File: src/rtl/gamma_mapper_loader.sv
// Gamma mapper table loader: buffers host bytes and sequences mapperconf writes.
// Optional GAMMA_MAPPER_LOADER_CHECKSUM_EN adds a per-load byte checksum output.

`ifndef MAPPER_CONF_RED
`define MAPPER_CONF_RED 8'h01
`endif
`ifndef MAPPER_CONF_GREEN
`define MAPPER_CONF_GREEN 8'h02
`endif
`ifndef MAPPER_CONF_BLUE
`define MAPPER_CONF_BLUE 8'h03
`endif

module gamma_mapper_loader #(
    parameter int HOLD_CYCLES = 2,
    parameter int FIFO_DEPTH  = 16
) (
    input  logic        clock,
    input  logic        reset_n,
    input  logic        cmd_valid,
    output logic        cmd_ready,
    input  logic [1:0]  cmd_channel,
    input  logic [7:0]  cmd_start,
    input  logic [7:0]  cmd_count,
    input  logic        in_valid,
    input  logic [7:0]  in_data,
    output logic        in_ready,
    input  logic        abort,
    output logic [23:0] mapperconf,
    output logic        busy,
    output logic        done
`ifdef GAMMA_MAPPER_LOADER_CHECKSUM_EN
    ,
    output logic [15:0] checksum
`endif
);

    localparam int AW = $clog2(FIFO_DEPTH);
    localparam logic [AW:0] DEPTH_W = (AW+1)'(FIFO_DEPTH);
    localparam logic [3:0] HOLD_M1 = 4'(HOLD_CYCLES - 1);
    localparam logic [7:0] CONF_RED = `MAPPER_CONF_RED;
    localparam logic [7:0] CONF_GREEN = `MAPPER_CONF_GREEN;
    localparam logic [7:0] CONF_BLUE = `MAPPER_CONF_BLUE;

    typedef enum logic [1:0] {
        IDLE,
        FETCH,
        EMIT,
        FINISH
    } state_t;

    state_t      state_q, state_d;
    logic [1:0]  chan_q, chan_d;
    logic [7:0]  pos_q, pos_d;
    logic [8:0]  rem_q, rem_d;
    logic [7:0]  data_q, data_d;
    logic [1:0]  sub_q, sub_d;
    logic [3:0]  hold_q, hold_d;
    logic [23:0] conf_q, conf_d;
    logic        busy_q, busy_d;
    logic        done_q, done_d;
    logic [AW-1:0] wptr_q, wptr_d;
    logic [AW-1:0] rptr_q, rptr_d;
    logic [AW:0]   cnt_q, cnt_d;
`ifdef GAMMA_MAPPER_LOADER_CHECKSUM_EN
    logic [15:0] sum_q, sum_d;
`endif

    logic [7:0] fifo_mem [FIFO_DEPTH];
    logic [7:0] head;
    logic       fifo_full;
    logic       fifo_empty;
    logic       push;
    logic       pop;
    logic       flush;
    logic [1:0] sub_first;
    logic [1:0] sub_next;

    function automatic logic [7:0] conf_code(input logic [1:0] s);
        case (s)
            2'd1:    return CONF_RED;
            2'd2:    return CONF_GREEN;
            2'd3:    return CONF_BLUE;
            default: return 8'h00;
        endcase
    endfunction

    assign head       = fifo_mem[rptr_q];
    assign fifo_full  = (cnt_q == DEPTH_W);
    assign fifo_empty = (cnt_q == '0);
    assign in_ready   = busy_q & ~fifo_full;
    assign push       = in_valid & in_ready;
    assign sub_first  = (chan_q == 2'd0) ? 2'd1 : chan_q;
    assign sub_next   = sub_q + 2'd1;
    assign cmd_ready  = (state_q == IDLE);
    assign mapperconf = conf_q;
    assign busy       = busy_q;
    assign done       = done_q;
`ifdef GAMMA_MAPPER_LOADER_CHECKSUM_EN
    assign checksum   = sum_q;
`endif

    // Next-state logic: command accept, byte fetch, word hold/sequence, finish, abort.
    always_comb begin
        state_d = state_q;
        chan_d  = chan_q;
        pos_d   = pos_q;
        rem_d   = rem_q;
        data_d  = data_q;
        sub_d   = sub_q;
        hold_d  = hold_q;
        conf_d  = conf_q;
        busy_d  = busy_q;
        done_d  = 1'b0;
        pop     = 1'b0;
        flush   = 1'b0;
`ifdef GAMMA_MAPPER_LOADER_CHECKSUM_EN
        sum_d   = sum_q;
`endif
        unique case (state_q)
            IDLE: begin
                if (cmd_valid) begin
                    chan_d  = cmd_channel;
                    pos_d   = cmd_start;
                    rem_d   = (cmd_count == 8'd0) ? 9'd256 : {1'b0, cmd_count};
                    busy_d  = 1'b1;
                    state_d = FETCH;
`ifdef GAMMA_MAPPER_LOADER_CHECKSUM_EN
                    sum_d   = 16'h0000;
`endif
                end
            end
            FETCH: begin
                if (!fifo_empty) begin
                    pop     = 1'b1;
                    data_d  = head;
                    sub_d   = sub_first;
                    hold_d  = HOLD_M1;
                    conf_d  = {conf_code(sub_first), pos_q, head};
                    state_d = EMIT;
`ifdef GAMMA_MAPPER_LOADER_CHECKSUM_EN
                    sum_d   = sum_q + {8'h00, head};
`endif
                end
            end
            EMIT: begin
                if (hold_q != 4'd0) begin
                    hold_d = hold_q - 4'd1;
                end else if (chan_q == 2'd0 && sub_q != 2'd3) begin
                    sub_d  = sub_next;
                    hold_d = HOLD_M1;
                    conf_d = {conf_code(sub_next), pos_q, data_q};
                end else begin
                    conf_d  = 24'h000000;
                    pos_d   = pos_q + 8'd1;
                    rem_d   = rem_q - 9'd1;
                    state_d = (rem_q == 9'd1) ? FINISH : FETCH;
                end
            end
            FINISH: begin
                busy_d  = 1'b0;
                done_d  = 1'b1;
                flush   = 1'b1;
                state_d = IDLE;
            end
        endcase
        if (abort && state_q != IDLE) begin
            state_d = IDLE;
            conf_d  = 24'h000000;
            busy_d  = 1'b0;
            done_d  = 1'b0;
            pop     = 1'b0;
            flush   = 1'b1;
`ifdef GAMMA_MAPPER_LOADER_CHECKSUM_EN
            sum_d   = sum_q;
`endif
        end
        if (flush) begin
            wptr_d = '0;
            rptr_d = '0;
            cnt_d  = '0;
        end else begin
            wptr_d = wptr_q + AW'(push);
            rptr_d = rptr_q + AW'(pop);
            cnt_d  = cnt_q + (AW+1)'(push) - (AW+1)'(pop);
        end
    end

    // Control, output and FIFO pointer registers.
    always_ff @(posedge clock or negedge reset_n) begin
        if (!reset_n) begin
            state_q <= IDLE;
            chan_q  <= 2'd0;
            pos_q   <= 8'd0;
            rem_q   <= 9'd0;
            data_q  <= 8'd0;
            sub_q   <= 2'd0;
            hold_q  <= 4'd0;
            conf_q  <= 24'h000000;
            busy_q  <= 1'b0;
            done_q  <= 1'b0;
            wptr_q  <= '0;
            rptr_q  <= '0;
            cnt_q   <= '0;
`ifdef GAMMA_MAPPER_LOADER_CHECKSUM_EN
            sum_q   <= 16'h0000;
`endif
        end else begin
            state_q <= state_d;
            chan_q  <= chan_d;
            pos_q   <= pos_d;
            rem_q   <= rem_d;
            data_q  <= data_d;
            sub_q   <= sub_d;
            hold_q  <= hold_d;
            conf_q  <= conf_d;
            busy_q  <= busy_d;
            done_q  <= done_d;
            wptr_q  <= wptr_d;
            rptr_q  <= rptr_d;
            cnt_q   <= cnt_d;
`ifdef GAMMA_MAPPER_LOADER_CHECKSUM_EN
            sum_q   <= sum_d;
`endif
        end
    end

    // Byte storage; contents need no reset since pointers define validity.
    always_ff @(posedge clock) begin
        if (push) begin
            fifo_mem[wptr_q] <= in_data;
        end
    end

endmodule

File: config.mk
export PLATFORM = sky130hd
export DESIGN_NAME = gamma_mapper_loader
export DESIGN_NICKNAME = d
export VERILOG_FILES = /design/src/rtl/gamma_mapper_loader.sv
export SDC_FILE = /design/constraint.sdc
export NUM_CORES = 1
export LEC_CHECK = 0
export ABC_AREA = 0
export CAP_MARGIN = 30
export CORE_MARGIN = 3
export CORE_UTILIZATION = 46
export DETAILED_ROUTE_END_ITERATION = 10
export PLACE_DENSITY = 0.65
export SLEW_MARGIN = 10
export SYNTH_ARGS = -nofsm -noshare
export SYNTH_HDL_FRONTEND = slang
export SYNTH_SLANG_ARGS = --single-unit
File: constraint.sdc
create_clock -name clock -period 4.75 [get_ports clock]
set_input_delay 0.475 -clock clock [delete_from_list [all_inputs] [get_ports clock]]
set_output_delay 0.475 -clock clock [all_outputs]
set_load 0.1 [all_outputs]
==> reports/qor.log, run 1 <==
qor: synth.cells_taking_the_most_area_after_synthesis edfxtp_1 (44%), dfrtp_1 (19%), mux4_2 (4.1%)
qor: cts.clk_path_buf_depth 2
qor: synth.synth_largest_area_cell edfxtp_1
qor: synth.syn-instance-count 650
qor: setup_path.ordered_cell_list_for_the_critical_path nand2b_1, nand3b_1, inv_1, ha_1, inv_1, ha_1, inv_1, fa_1, nor2b_1, o21bai_1, a21oi_1, nor3b_1
qor: drt.avgRoutedWirePerCell 20.6 um
qor: drt.detail_route.vias_per_cell 5.93
qor: die.start_util 47.8%
qor: synth.yosysWarnings 0
qor: cts.post-cts-setup-buffers 0
qor: sta.post-route-worst-setup-slack 1.23 ns
qor: synth.ys_types 65
qor: setup_path.worstPathRequired 5.05 ns
qor: placed_design.post-dp-hpwl 13.0 mm
qor: final_layout.n_antenna_cell 0
qor: sta.fin_tns_setup 0 ns
qor: sta.worst-slew-pin-transition 1.05 ns
qor: synth.synth.avg_cell_area 13.5 sq um
qor: cts.ctsRootBufferMaster clkbuf_16
qor: global_routing.grt_use_total 19.6%
qor: setup_path.cpLargestDelayFamily simple AND/OR/NAND/NOR gates
qor: die.pin_count 59
qor: placed_design.placedCellCount 901
qor: setup_path.worstSetupPathType flop to flop
qor: sta.final_max_tran_viols 0
qor: worst_hold_path.worstHoldPathCells 2
qor: drt.ant_nets 0
qor: placed_design.detailedPlace.worstSlack 1.03 ns
qor: setup_path.critical_path.reg2reg.startpoint state_q[0]$_DFFE_PN0P_
qor: run.max_cap_violations 0
qor: sta.min_period 3.52 ns
qor: drt.num_vias 5561
qor: synth.synth_async_sr_flop_share 34.7%
qor: die.placement_rows 49
qor: placed_design.place.port_buffers 52
qor: placed_design.dpl_cell_area 0.00945 sq mm
qor: cts.cts_tree yes
qor: synth.synth_flop_cell edfxtp_1
qor: die.floorplan.die.width 144 um
qor: cts.clkTransAtPathRegs 0.08 ns
qor: global_routing.grt_pass1_vias 5546
qor: global_routing.globalRouteOverflowTotal 0
qor: final_layout.final_net_count 745
qor: sta.rsz0062_at_grt no
qor: status.outcome completed
qor: setup_path.worst_path_largest_cell_delay 0.86 ns
qor: setup_path.crit_path_arrival_time 3.82 ns
qor: final_layout.post-route-cell-area 0.0101 sq mm
qor: cts.clock_tree.htree_level_count 4
qor: synth.synthDominantCellAreaShare 43.8%
qor: synth.synth-edff-count 128
qor: synth.portion_of_the_post_synthesis_area_used_by_sequential_elements 63.3%
qor: power.power_per_cell_area 628 mW/mm^2
qor: setup_path.crit_path_start state_q[0]$_DFFE_PN0P_
qor: setup_path.critical_path.most_common_cell inv_1
qor: sta.final-hold-violation-count 0
qor: global_routing.antenna_found_initial 0
qor: power.power.static_leakage 3.69 nW
qor: worst_hold_path.min_from data_q[0]$_DFFE_PN0N_
qor: setup_path.critical_path.max_fanout 26
qor: final_layout.area.growth.synth_to_final 15.3%
qor: synth.netlist_area 0.00877 sq mm
qor: setup_path.ff2ff_path_depth 12
qor: drt.route.final.wire_length 19.3 mm
qor: setup_path.critPathCaptureType flop
qor: cts.clock_sinks 196
qor: drt.detailedRoute.firstPassIterationCount 6
qor: power.design_power_total 0.00635 W
qor: sta.clock-skew-final 0.0144 ns
qor: drt.number_of_remaining_drc_errors 0
qor: die.core_region_area 0.0183 sq mm
qor: worst_hold_path.min-delay-path-class flop to flop
qor: setup_path.crit_path_start_kind flop
qor: cts.cts_inserted_buffers 17
qor: setup_path.crit_buf_inv 3
qor: die.die-area 0.0207 sq mm
qor: global_routing.grt_max_degree 49
qor: final_layout.layout-drive-gt1-share 12.6%
qor: setup_path.critical_path_depth 12
qor: sta.final_report_setup_violation_count 0
qor: setup_path.critical-path-slowest-cell dfrtp_1
qor: drt.dr.first_iter.drc_count 569
qor: final_layout.final_cell_count_no_fill 937
qor: placed_design.globalplace.congestion 0.842
qor: synth.synth_seq_cells 196
qor: power.peakVddDrop 371 uV
qor: sta.finalCritPeriodShare 74.1%
qor: die.die-height 144 um
qor: sta.max_freq 284 MHz
qor: sta.timing.slew.headroom 29.5%
qor: global_routing.grt_first_pass_wirelength 30.9 mm
qor: cts.insertion_delay 0.44 ns
==> worst register-to-register path: stages, from the launching register on <==
cell and delay, ns:
dfrtp_1 0.86, nand2b_1 0.46, nand3b_1 0.46, inv_1 0.20, ha_1 0.24, inv_1 0.06
ha_1 0.15, inv_1 0.06, fa_1 0.40, nor2b_1 0.19, o21bai_1 0.10, a21oi_1 0.15
nor3b_1 0.06
==> area by class of cell <==
type | count | area, sq um
Fill cell | 1463 | 8220
Sequential cell | 196 | 5550
Multi-Input combinational cell | 387 | 2920
Timing Repair Buffer | 64 | 646
Clock buffer | 17 | 425
Tap cell | 229 | 287
Clock inverter | 15 | 179
Inverter | 29 | 109
==> logic make-up after synthesis <==
kind of cell	count (synthesis)	share of synthesized area, %
flops	196	63.3
compound gates	156	13.0
simple gates	156	9.04
buf+inv	72	3.68
mux	43	7.45
fa+ha+maj	20	2.91
xor+xnor	6	0.600
other cells	1	0.0428
==> metrics by stage <==
| step | hold WS [ns] | util [%] |
|---|---|---|
| final | 0.488 | 55.1 |
| after global routing | 0.520 | 55.1 |
| after global placement | 0.444 | 51.3 |
| after CTS | 0.493 | 54.9 |
| after floorplan | 0.179 | - |
| after detailed placement | 0.453 | 51.6 |
==> what timing repair did <==
item | in CTS | in global routing
gates resized for setup | 0 | 0
hold buffers | 1 | 0
hold endpoints to repair | 20 | 0
==> worst paths after layout <==
kind	slack, ns	end
worst max register to register	1.23	cnt_q[4]$_DFF_PN0_
max in group asynchronous	3.20	rptr_q[0]$_DFF_PN0_
worst max-delay path	1.23	cnt_q[4]$_DFF_PN0_
worst min register to register	0.49	data_q[0]$_DFFE_PN0N_
min in group asynchronous	0.52	mapperconf[8]$_DFFE_PN0P_
worst min-delay path	0.49	data_q[0]$_DFFE_PN0N_
==> registers in the layout, indices dropped and copies added, names as in the netlist, 4 cells and up <==
name        cells
cnt_q           5
data_q          8
fifo_mem      128
hold_q          4
mapperconf     18
pos_q           8
rem_q           9
rptr_q          4
wptr_q          4
==> per-layer routing <==
metal  track usage [%]  up-vias  part of all wire [%]
li1                  -     2559                     -
met3              4.73       21                   5.7
met1              28.4     2821                    45
met4              5.15        0                   1.3
met2              30.1      160                    48
met5                 0        -                     0
==> cells in the mapped netlist (2+ instances only) <==
cell       instances
edfxtp_1         128
dfrtp_1           68
nor2_1            51
o21ai_0           30
inv_1             28
nand2_1           28
nor2b_1           20
a211oi_1          19
ha_1              18
mux2_2            18
mux4_2            16
buf_2             15
a31oi_1           14
clkbuf_1          14
nor3_1            12
a21oi_1           11
nand3_1           11
o31ai_1           11
a21o_1            10
a22o_1            10
buf_4              9
mux2i_1            9
o211ai_1           8
o221ai_1           8
o32a_1             8
a2bb2oi_1          7
buf_1              5
nand2b_1           5
and3_1             4
nand3b_1           3
nand4_1            3
nor3b_1            3
nor4_1             3
o22ai_1            3
or3_1              3
xnor2_1            3
xor2_1             3
a31o_2             2
a32oi_1            2
or4_1              2
==> cells in the final DEF (no fill, tap or decap), types with 4 or more instances in the layout <==
| cell type | Yosys | routed |
|---|---|---|
| o221ai_1 | 8 | 8 |
| a31oi_1 | 14 | 14 |
| inv_1 | 28 | 28 |
| mux2_2 | 18 | 18 |
| o31ai_1 | 11 | 11 |
| mux2i_1 | 9 | 9 |
| nand3_1 | 11 | 11 |
| mux4_2 | 16 | 16 |
| dfrtp_1 | 68 | 67 |
| and3_1 | 4 | 4 |
| a2bb2oi_1 | 7 | 7 |
| nor2_1 | 51 | 51 |
| buf_4 | 9 | 8 |
| edfxtp_1 | 128 | 128 |
| clkinv_8 | 0 | 5 |
| a21o_1 | 10 | 10 |
| o211ai_1 | 8 | 8 |
| clkdlybuf4s50_1 | 0 | 51 |
| nor3_1 | 12 | 12 |
| a22o_1 | 10 | 10 |
| a211oi_1 | 19 | 19 |
| clkbuf_16 | 0 | 17 |
| ha_1 | 18 | 18 |
| inv_8 | 0 | 6 |
| a21oi_1 | 11 | 11 |
| nand2b_1 | 5 | 5 |
| o21ai_0 | 30 | 30 |
| conb_1 | 1 | 6 |
| nand2_1 | 28 | 28 |
| o32a_1 | 8 | 8 |
| nor2b_1 | 20 | 20 |
==> power by group <==
group / internal (W) / switching [W] / leakage, nW
logic: 0.000852 / 0.00155 / 1.39
clock network: 0.000716 / 0.000727 / 0.293
registers: 0.00213 / 0.000376 / 2.01
total: 0.00370 / 0.00265 / 3.69
Power figures use the tool's default switching activity.
==> inputs of run 2 (changes only) <==
Settings changed: PLACE_DENSITY 0.65 to 0.67.
Clock period 4.75 ns to 3.02 ns, I/O delays scaled along.
==> run 2 against run 1 <==
Final cell count increased by 2.1%. First-iteration DRC count increased by 3.7%. Sequential share of layout area decreased by 0.48 points. Flip-flop and latch count is the same. Non-clock buffer count rose by 20. Clock skew is 0.0014 ns lower. Largest power group is now combinational cells. Global-route usage is 0.085 points lower. Die area unchanged. Register-to-register slack got worse by 1.0 ns. Wire length did not move.
==> reports/qor.log, run 2 (same netlist as run 1, synthesis figures left out) <==
qor: sta.final_report_setup_violation_count 0 [unchanged]
qor: setup_path.critical_path.max_fanout 2 [was 26]
qor: drt.num_vias 5598 [was 5561]
qor: sta.max_freq 358 MHz [was 284 MHz]
qor: sta.fin_tns_setup 0 ns [unchanged]
qor: drt.dr.first_iter.drc_count 590 [was 569]
qor: die.floorplan.die.width 144 um [unchanged]
qor: setup_path.critPathCaptureType flop [unchanged]
qor: sta.worst-slew-pin-transition 0.959 ns [was 1.05 ns]
qor: die.start_util 47.8% [unchanged]
qor: global_routing.use_met2 30.6% [was 30.1%]
qor: final_layout.regMostFlops fifo_mem [unchanged]
qor: setup_path.critical_path.most_common_cell inv_1 [unchanged]
qor: sta.finalCritPeriodShare 92.5% [was 74.1%]
qor: drt.detail_route.vias_per_cell 5.85 [was 5.93]
qor: placed_design.globalplace.congestion 0.880 [was 0.842]
qor: global_routing.global_route.usage.met1 28.1% [was 28.4%]
qor: final_layout.final_net_count 765 [was 745]
qor: worst_hold_path.min-delay-path-class input pin to async pin [was flop to flop]
qor: placed_design.post-dp-hpwl 13.0 mm [about the same]
qor: die.die-height 144 um [unchanged]
qor: global_routing.antenna_found_initial 0 [unchanged]
qor: drt.ant_nets 0 [unchanged]
qor: global_routing.grt_pass1_vias 5558 [was 5546]
qor: die.placement_rows 49 [unchanged]
qor: cts.insertion_delay 0.44 ns [about the same]
qor: global_routing.grt_use_total 19.5% [was 19.6%]
qor: final_layout.post-route-cell-area 0.0102 sq mm [was 0.0101 sq mm]
qor: power.power.static_leakage 3.82 nW [was 3.69 nW]
qor: final_layout.mostFrequentLayoutCell edfxtp_1 [unchanged]
qor: placed_design.dpl_cell_area 0.00956 sq mm [was 0.00945 sq mm]
qor: sta.clock-skew-final 0.0130 ns [was 0.0144 ns]
qor: setup_path.crit_path_start_kind flop [unchanged]
qor: drt.detailedRoute.firstPassIterationCount 5 [was 6]
qor: cts.clk_path_buf_depth 2 [unchanged]
qor: final_layout.most-common-layout-cells edfxtp_1 (128), dfrtp_1 (67), nor2_1 (51), buf_4 (50) [was edfxtp_1 (128), dfrtp_1 (67), nor2_1 (51), clkdlybuf4s50_1 (51), o21ai_0 (30)]
qor: drt.avgRoutedWirePerCell 20.2 um [was 20.6 um]
qor: setup_path.worstPathRequired 3.32 ns [was 5.05 ns]
qor: sta.final-hold-violation-count 0 [unchanged]
qor: status.outcome completed [unchanged]
qor: sta.min_period 2.79 ns [was 3.52 ns]
qor: power.p_seq_share 38.4% [was 39.5%]
qor: final_layout.n_antenna_cell 0 [unchanged]
qor: die.core_region_area 0.0183 sq mm [unchanged]
qor: cts.ctsRootBufferMaster clkbuf_16 [unchanged]
qor: setup_path.ordered_cell_list_for_the_critical_path inv_1, ha_1, or4b_4, nand3b_1, inv_1, ha_1, inv_1, ha_1, inv_1, fa_2, nor2b_2, o21bai_1, a21oi_1, nor3b_2 [was nand2b_1, nand3b_1, inv_1, ha_1, inv_1, ha_1, inv_1, fa_1, nor2b_1, o21bai_1, a21oi_1, nor3b_1]
qor: sta.timing.slew.headroom 35.9% [was 29.5%]
qor: setup_path.crit_path_arrival_time 3.09 ns [was 3.82 ns]
qor: drt.route.final.wire_length 19.3 mm [unchanged]
qor: setup_path.worst_path_largest_cell_delay 0.47 ns [was 0.86 ns]
qor: power.share_comb_of_total_power 39.0% [was 37.8%]
qor: cts.clock_tree.htree_level_count 4 [unchanged]
qor: final_layout.area.growth.synth_to_final 16.3% [was 15.3%]
qor: final_layout.largest_register_ffs 128 [unchanged]
qor: setup_path.crit_path_start cnt_q[3]$_DFF_PN0_ [was state_q[0]$_DFFE_PN0P_]
qor: drt.number_of_remaining_drc_errors 0 [unchanged]
qor: power.internal_power 0.00581 W [was 0.00370 W]
qor: run.max_cap_violations 0 [unchanged]
qor: setup_path.worstSetupPathType flop to flop [unchanged]
qor: cts.post-cts-setup-buffers 0 [unchanged]
qor: power.netSwitchingFraction 41.7% [about the same]
qor: final_layout.final_core_utilization 55.6% [was 55.1%]
qor: placed_design.place.port_buffers 52 [unchanged]
qor: power.peakVddDrop 460 uV [was 371 uV]
qor: cts.cts_inserted_buffers 17 [unchanged]
qor: power.power_switching 0.00415 W [was 0.00265 W]
qor: die.pin_count 59 [unchanged]
qor: power.power.share.clock 22.6% [was 22.7%]
qor: die.die-area 0.0207 sq mm [unchanged]
qor: sta.rsz0062_at_grt no [unchanged]
qor: sta.final_max_tran_viols 0 [unchanged]
qor: global_routing.grt_max_degree 41 [was 49]
qor: cts.clock_sinks 196 [unchanged]
qor: setup_path.critical-path-slowest-cell or4b_4 [was dfrtp_1]
qor: cts.clkTransAtPathRegs 0.08 ns [about the same]
qor: setup_path.ff2ff_path_depth 14 [was 12]
qor: final_layout.layout-drive-gt1-share 18.4% [was 12.6%]
qor: global_routing.globalRouteOverflowTotal 0 [unchanged]
qor: global_routing.grtUsageMet3 4.17% [was 4.73%]
qor: global_routing.grt_busiest_layer met2 [unchanged]
qor: power.power_per_cell_area 977 mW/mm^2 [was 628 mW/mm^2]
qor: setup_path.critical_path.reg2reg.startpoint cnt_q[3]$_DFF_PN0_ [was state_q[0]$_DFFE_PN0P_]
qor: cts.cts_tree yes [unchanged]
qor: global_routing.grt_first_pass_wirelength 30.7 mm [was 30.9 mm]
-- run 2: stage by stage --
stage                     worst slack [ns]  cells  total power (W)  hold slack [ns]
after floorplan                    0.00754    655          0.00668          0.00641
after global placement               0.312    923          0.00757            0.172
after detailed placement             0.164    923          0.00771            0.177
after CTS                            0.131    956          0.00997            0.247
after global routing               0.00542    957           0.0105            0.262
final                                0.228    957          0.00996            0.252
-- run 2: layer usage --
metal  vias up  share of wire (%)  wire [um]
li1       2591                  -          -
met1      2844                 46       8840
met2       138                 49       9400
met3        25                4.3        832
met4         0                1.4        280
met5         -                  0          0
-- run 2: worst max-delay path: cells and delay by family, from the launching register on --
family,cells,cell delay [ns]
fa+ha+maj,4,0.94
buf+inv,4,0.27
simple gates,4,0.78
flops,1,0.39
compound gates,2,0.25
-- run 2: path summary, 6_finish.rpt --
path                            slack, ns                    endpoint
max in group asynchronous            1.98       data_q[5]$_DFFE_PN0N_
worst min-delay path                 0.25  mapperconf[14]$_DFFE_PN0P_
worst max register to register       0.23          cnt_q[4]$_DFF_PN0_
worst min register to register       0.49       data_q[1]$_DFFE_PN0N_
worst max-delay path                 0.23          cnt_q[4]$_DFF_PN0_
min in group clock                   0.49        pos_q[7]$_DFFE_PN0P_
-- run 2: repair_timing --
action | in CTS | in global routing
hold endpoints to repair | 9 | 0
hold buffers | 1 | 0
setup endpoints to repair | 0 | 1
resized for setup | 0 | 5
-- run 2: area by class of cell --
cell class | count | area, sq um
Tap cell | 229 | 287
Clock inverter | 15 | 185
Multi-Input combinational cell | 387 | 2930
Timing Repair Buffer | 84 | 716
Inverter | 29 | 109
Clock buffer | 17 | 425
Sequential cell | 196 | 5550
Fill cell | 1428 | 8130
-- run 2: power groups by stage --
stage / Sequential, W / Combinational [W] / Clock (W)
3_3_place_gp: 0.00384 / 0.00373 / 0
3_5_place_dp: 0.00387 / 0.00384 / 0
4_1_cts: 0.00382 / 0.00387 / 0.00229
5_1_grt: 0.00389 / 0.00419 / 0.00241
2_1_floorplan: 0.00453 / 0.00215 / 0
6_report: 0.00383 / 0.00388 / 0.00225
==> inputs of run 3 (changes only) <==
Settings changed: CORE_UTILIZATION 46 to 34, PLACE_DENSITY 0.67 to 0.53.
==> run 3 against run 2 <==
Hold slack better by 0.13 ns. Clock-buffer cell count unchanged. Register-to-register slack worse by 0.06 ns.
==> reports/qor.log, run 3 (same netlist as run 1, synthesis figures left out) <==
qor: placed_design.globalplace.congestion 0.830 [was 0.880]
qor: final_layout.area.growth.synth_to_final 19.1% [was 16.3%]
qor: setup_path.timing.reg2reg.setup_slack 0.17 ns [was 0.23 ns]
qor: power.internal_power 0.00592 W [was 0.00581 W]
qor: final_layout.final_core_utilization 41.3% [was 55.6%]
qor: global_routing.grt_first_pass_wirelength 31.7 mm [was 30.7 mm]
qor: drt.detail_route.vias_per_cell 5.21 [was 5.85]
qor: final_layout.largest_register_ffs 128 [unchanged]
qor: power.peakVddDrop 612 uV [was 460 uV]
qor: cts.cts_inserted_buffers 17 [unchanged]
qor: setup_path.worst_path_largest_cell_delay 0.47 ns [about the same]
qor: cts.insertion_delay 0.46 ns [was 0.44 ns]
qor: placed_design.post-dp-hpwl 13.5 mm [was 13.0 mm]
qor: die.die-area 0.0277 sq mm [was 0.0207 sq mm]
qor: final_layout.nFillCells 2331 [was 1428]
qor: final_layout.post-route-cell-area 0.0104 sq mm [was 0.0102 sq mm]
qor: die.start_util 34.7% [was 47.8%]
qor: setup_path.cpLargestDelayFamily adder cells [unchanged]
qor: final_layout.most-common-layout-cells edfxtp_1 (128), dfrtp_1 (67), buf_4 (56), nor2_1 (51) [was edfxtp_1 (128), dfrtp_1 (67), nor2_1 (51), buf_4 (50)]
qor: cts.clk_path_buf_depth 2 [unchanged]
qor: sta.final_report_setup_violation_count 0 [unchanged]
qor: drt.num_vias 5547 [was 5598]
qor: sta.min_period 2.85 ns [was 2.79 ns]
qor: sta.max_freq 351 MHz [was 358 MHz]
qor: power.p_seq_share 37.5% [was 38.4%]
qor: sta.rsz0062_at_grt no [unchanged]
qor: power.power.share.clock 24.2% [was 22.6%]
qor: drt.ant_nets 0 [unchanged]
qor: global_routing.grt_pass1_vias 5666 [was 5558]
qor: die.core_region_area 0.0253 sq mm [was 0.0183 sq mm]
qor: power.share_comb_of_total_power 38.4% [was 39.0%]
qor: drt.dr.first_iter.drc_count 429 [was 590]
qor: die.floorplan.die.width 167 um [was 144 um]
qor: placed_design.dpl_cell_area 0.00972 sq mm [was 0.00956 sq mm]
qor: cts.cts_tree yes [unchanged]
qor: die.pin_count 59 [unchanged]
qor: sta.finalCritPeriodShare 94.3% [was 92.5%]
qor: setup_path.ordered_cell_list_for_the_critical_path inv_1, ha_1, or4b_4, nand3b_1, inv_1, ha_1, inv_1, ha_2, inv_1, fa_2, nor2b_2, o21bai_1, a21oi_1, nor3b_2 [was inv_1, ha_1, or4b_4, nand3b_1, inv_1, ha_1, inv_1, ha_1, inv_1, fa_2, nor2b_2, o21bai_1, a21oi_1, nor3b_2]
qor: power.power_switching 0.00430 W [was 0.00415 W]
qor: worst_hold_path.min-delay-path-class input pin to async pin [unchanged]
qor: setup_path.ff2ff_path_depth 14 [unchanged]
qor: setup_path.critical-path-slowest-cell or4b_4 [unchanged]
qor: drt.detailedRoute.firstPassIterationCount 7 [was 5]
qor: final_layout.final_net_count 771 [was 765]
qor: die.die-height 167 um [was 144 um]
qor: setup_path.critPathCaptureType flop [unchanged]
qor: cts.clock_sinks 196 [unchanged]
qor: setup_path.worstSetupPathType flop to flop [unchanged]
qor: power.power.static_leakage 3.88 nW [was 3.82 nW]
qor: die.placement_rows 58 [was 49]
qor: final_layout.layout-drive-gt1-share 19.2% [was 18.4%]
qor: global_routing.grt_use_total 14.5% [was 19.5%]
qor: sta.clock-skew-final 0.0209 ns [was 0.0130 ns]
qor: setup_path.critical_path.max_fanout 2 [unchanged]
qor: cts.ctsRootBufferMaster clkbuf_16 [unchanged]
qor: power.power_per_cell_area 979 mW/mm^2 [was 977 mW/mm^2]
qor: global_routing.grt_max_degree 69 [was 41]
qor: global_routing.antenna_found_initial 0 [unchanged]
qor: power.netSwitchingFraction 42.1% [was 41.7%]
qor: final_layout.mostFrequentLayoutCell edfxtp_1 [unchanged]
qor: sta.fin_tns_setup 0 ns [unchanged]
qor: run.max_cap_violations 0 [unchanged]
qor: drt.avgRoutedWirePerCell 18.7 um [was 20.2 um]
qor: sta.timing.slew.headroom 35.9% [about the same]
qor: status.outcome completed [unchanged]
qor: setup_path.endpoint_of_the_most_critical_register_to_register_path cnt_q[4]$_DFF_PN0_ [unchanged]
qor: setup_path.worstPathRequired 3.33 ns [was 3.32 ns]
qor: sta.final-hold-violation-count 0 [unchanged]
qor: sta.worst-slew-pin-transition 0.958 ns [was 0.959 ns]
qor: global_routing.globalRouteOverflowTotal 0 [unchanged]
qor: drt.route.final.wire_length 19.9 mm [was 19.3 mm]
qor: final_layout.regMostFlops fifo_mem [unchanged]
qor: setup_path.critical_path.most_common_cell inv_1 [unchanged]
qor: final_layout.n_antenna_cell 0 [unchanged]
qor: cts.clkTransAtPathRegs 0.09 ns [was 0.08 ns]
qor: setup_path.crit_path_arrival_time 3.16 ns [was 3.09 ns]
qor: placed_design.place.port_buffers 52 [unchanged]
qor: cts.clock_tree.htree_level_count 4 [unchanged]
qor: setup_path.crit_path_start_kind flop [unchanged]
qor: drt.number_of_remaining_drc_errors 0 [unchanged]
qor: sta.final_max_tran_viols 0 [unchanged]
qor: setup_path.critical_path.reg2reg.startpoint cnt_q[3]$_DFF_PN0_ [unchanged]
qor: setup_path.crit_buf_inv 4 [unchanged]
## run 3: changes by cell type in the layout (fill, tap and decap cells not counted), sizes merged
cell	delta
inv	+6
buf	+6
clkinv	-6
## run 3: metrics by stage
stage | setup WS (ns) | std cells | hold WS (ns) | total power [W]
global placement | 0.279 | 1028 | 0.464 | 0.00766
floorplan | 0.00754 | 655 | 0.00641 | 0.00668
global route | 0.000467 | 1064 | 0.421 | 0.0108
finish | 0.172 | 1064 | 0.383 | 0.0102
CTS | 0.0600 | 1060 | 0.0871 | 0.0102
detailed placement | 0.0887 | 1028 | 0.470 | 0.00775
## run 3: worst max path at each step
stage,start,to,cells after the start
final,cnt_q[3]$_DFF_PN0_,cnt_q[4]$_DFF_PN0_,14
after global routing,cnt_q[3]$_DFF_PN0_,cnt_q[4]$_DFF_PN0_,14
after CTS,cnt_q[2]$_DFF_PN0_,cnt_q[4]$_DFF_PN0_,13
after detailed placement,cnt_q[3]$_DFF_PN0_,cnt_q[4]$_DFF_PN0_,13
after global placement,cnt_q[3]$_DFF_PN0_,cnt_q[4]$_DFF_PN0_,14
after floorplan,cnt_q[3]$_DFF_PN0_,cnt_q[4]$_DFF_PN0_,15
## run 3: tightest hold or removal path, delay by kind of cell
| kind | cells | cell delay (ns) |
|---|---|---|
| buf+inv | 3 | 0.94 |
## run 3: final cells by class
class | count | area, sq um | area share, %
sequential | 196 | 5550 | 53.1
multi-input combinational | 387 | 2930 | 28.1
timing repair buffer | 90 | 776 | 7.43
clock buffer | 17 | 425 | 4.08
tap | 330 | 413 | 3.96
clock inverter | 15 | 235 | 2.25
inverter | 29 | 109 | 1.04
## run 3: metal layers
| metal | GRT usage [%] | part of all wire [%] | vias to the layer above |
|---|---|---|---|
| met3 | 2.97 | 3.7 | 27 |
| li1 | - | - | 2614 |
| met5 | 0 | 0 | - |
| met1 | 19.1 | 44 | 2779 |
| met2 | 24.2 | 50 | 127 |
| met4 | 4.63 | 1.6 | 0 |
## run 3: power by group through the flow
| stage | Clock (W) | Sequential, W | Combinational (W) |
|---|---|---|---|
| 2_1_floorplan | 0 | 0.00453 | 0.00215 |
| 3_3_place_gp | 0 | 0.00386 | 0.00380 |
| 3_5_place_dp | 0 | 0.00388 | 0.00387 |
| 4_1_cts | 0.00251 | 0.00382 | 0.00389 |
| 5_1_grt | 0.00262 | 0.00391 | 0.00424 |
| 6_report | 0.00247 | 0.00383 | 0.00392 |
## run 3: timing repair
item	CTS	global route
resized for setup	0	6
setup buffers	0	2
endpoints found under the setup margin	0	1
endpoints found under the hold margin	0	25
hold buffers	0	1
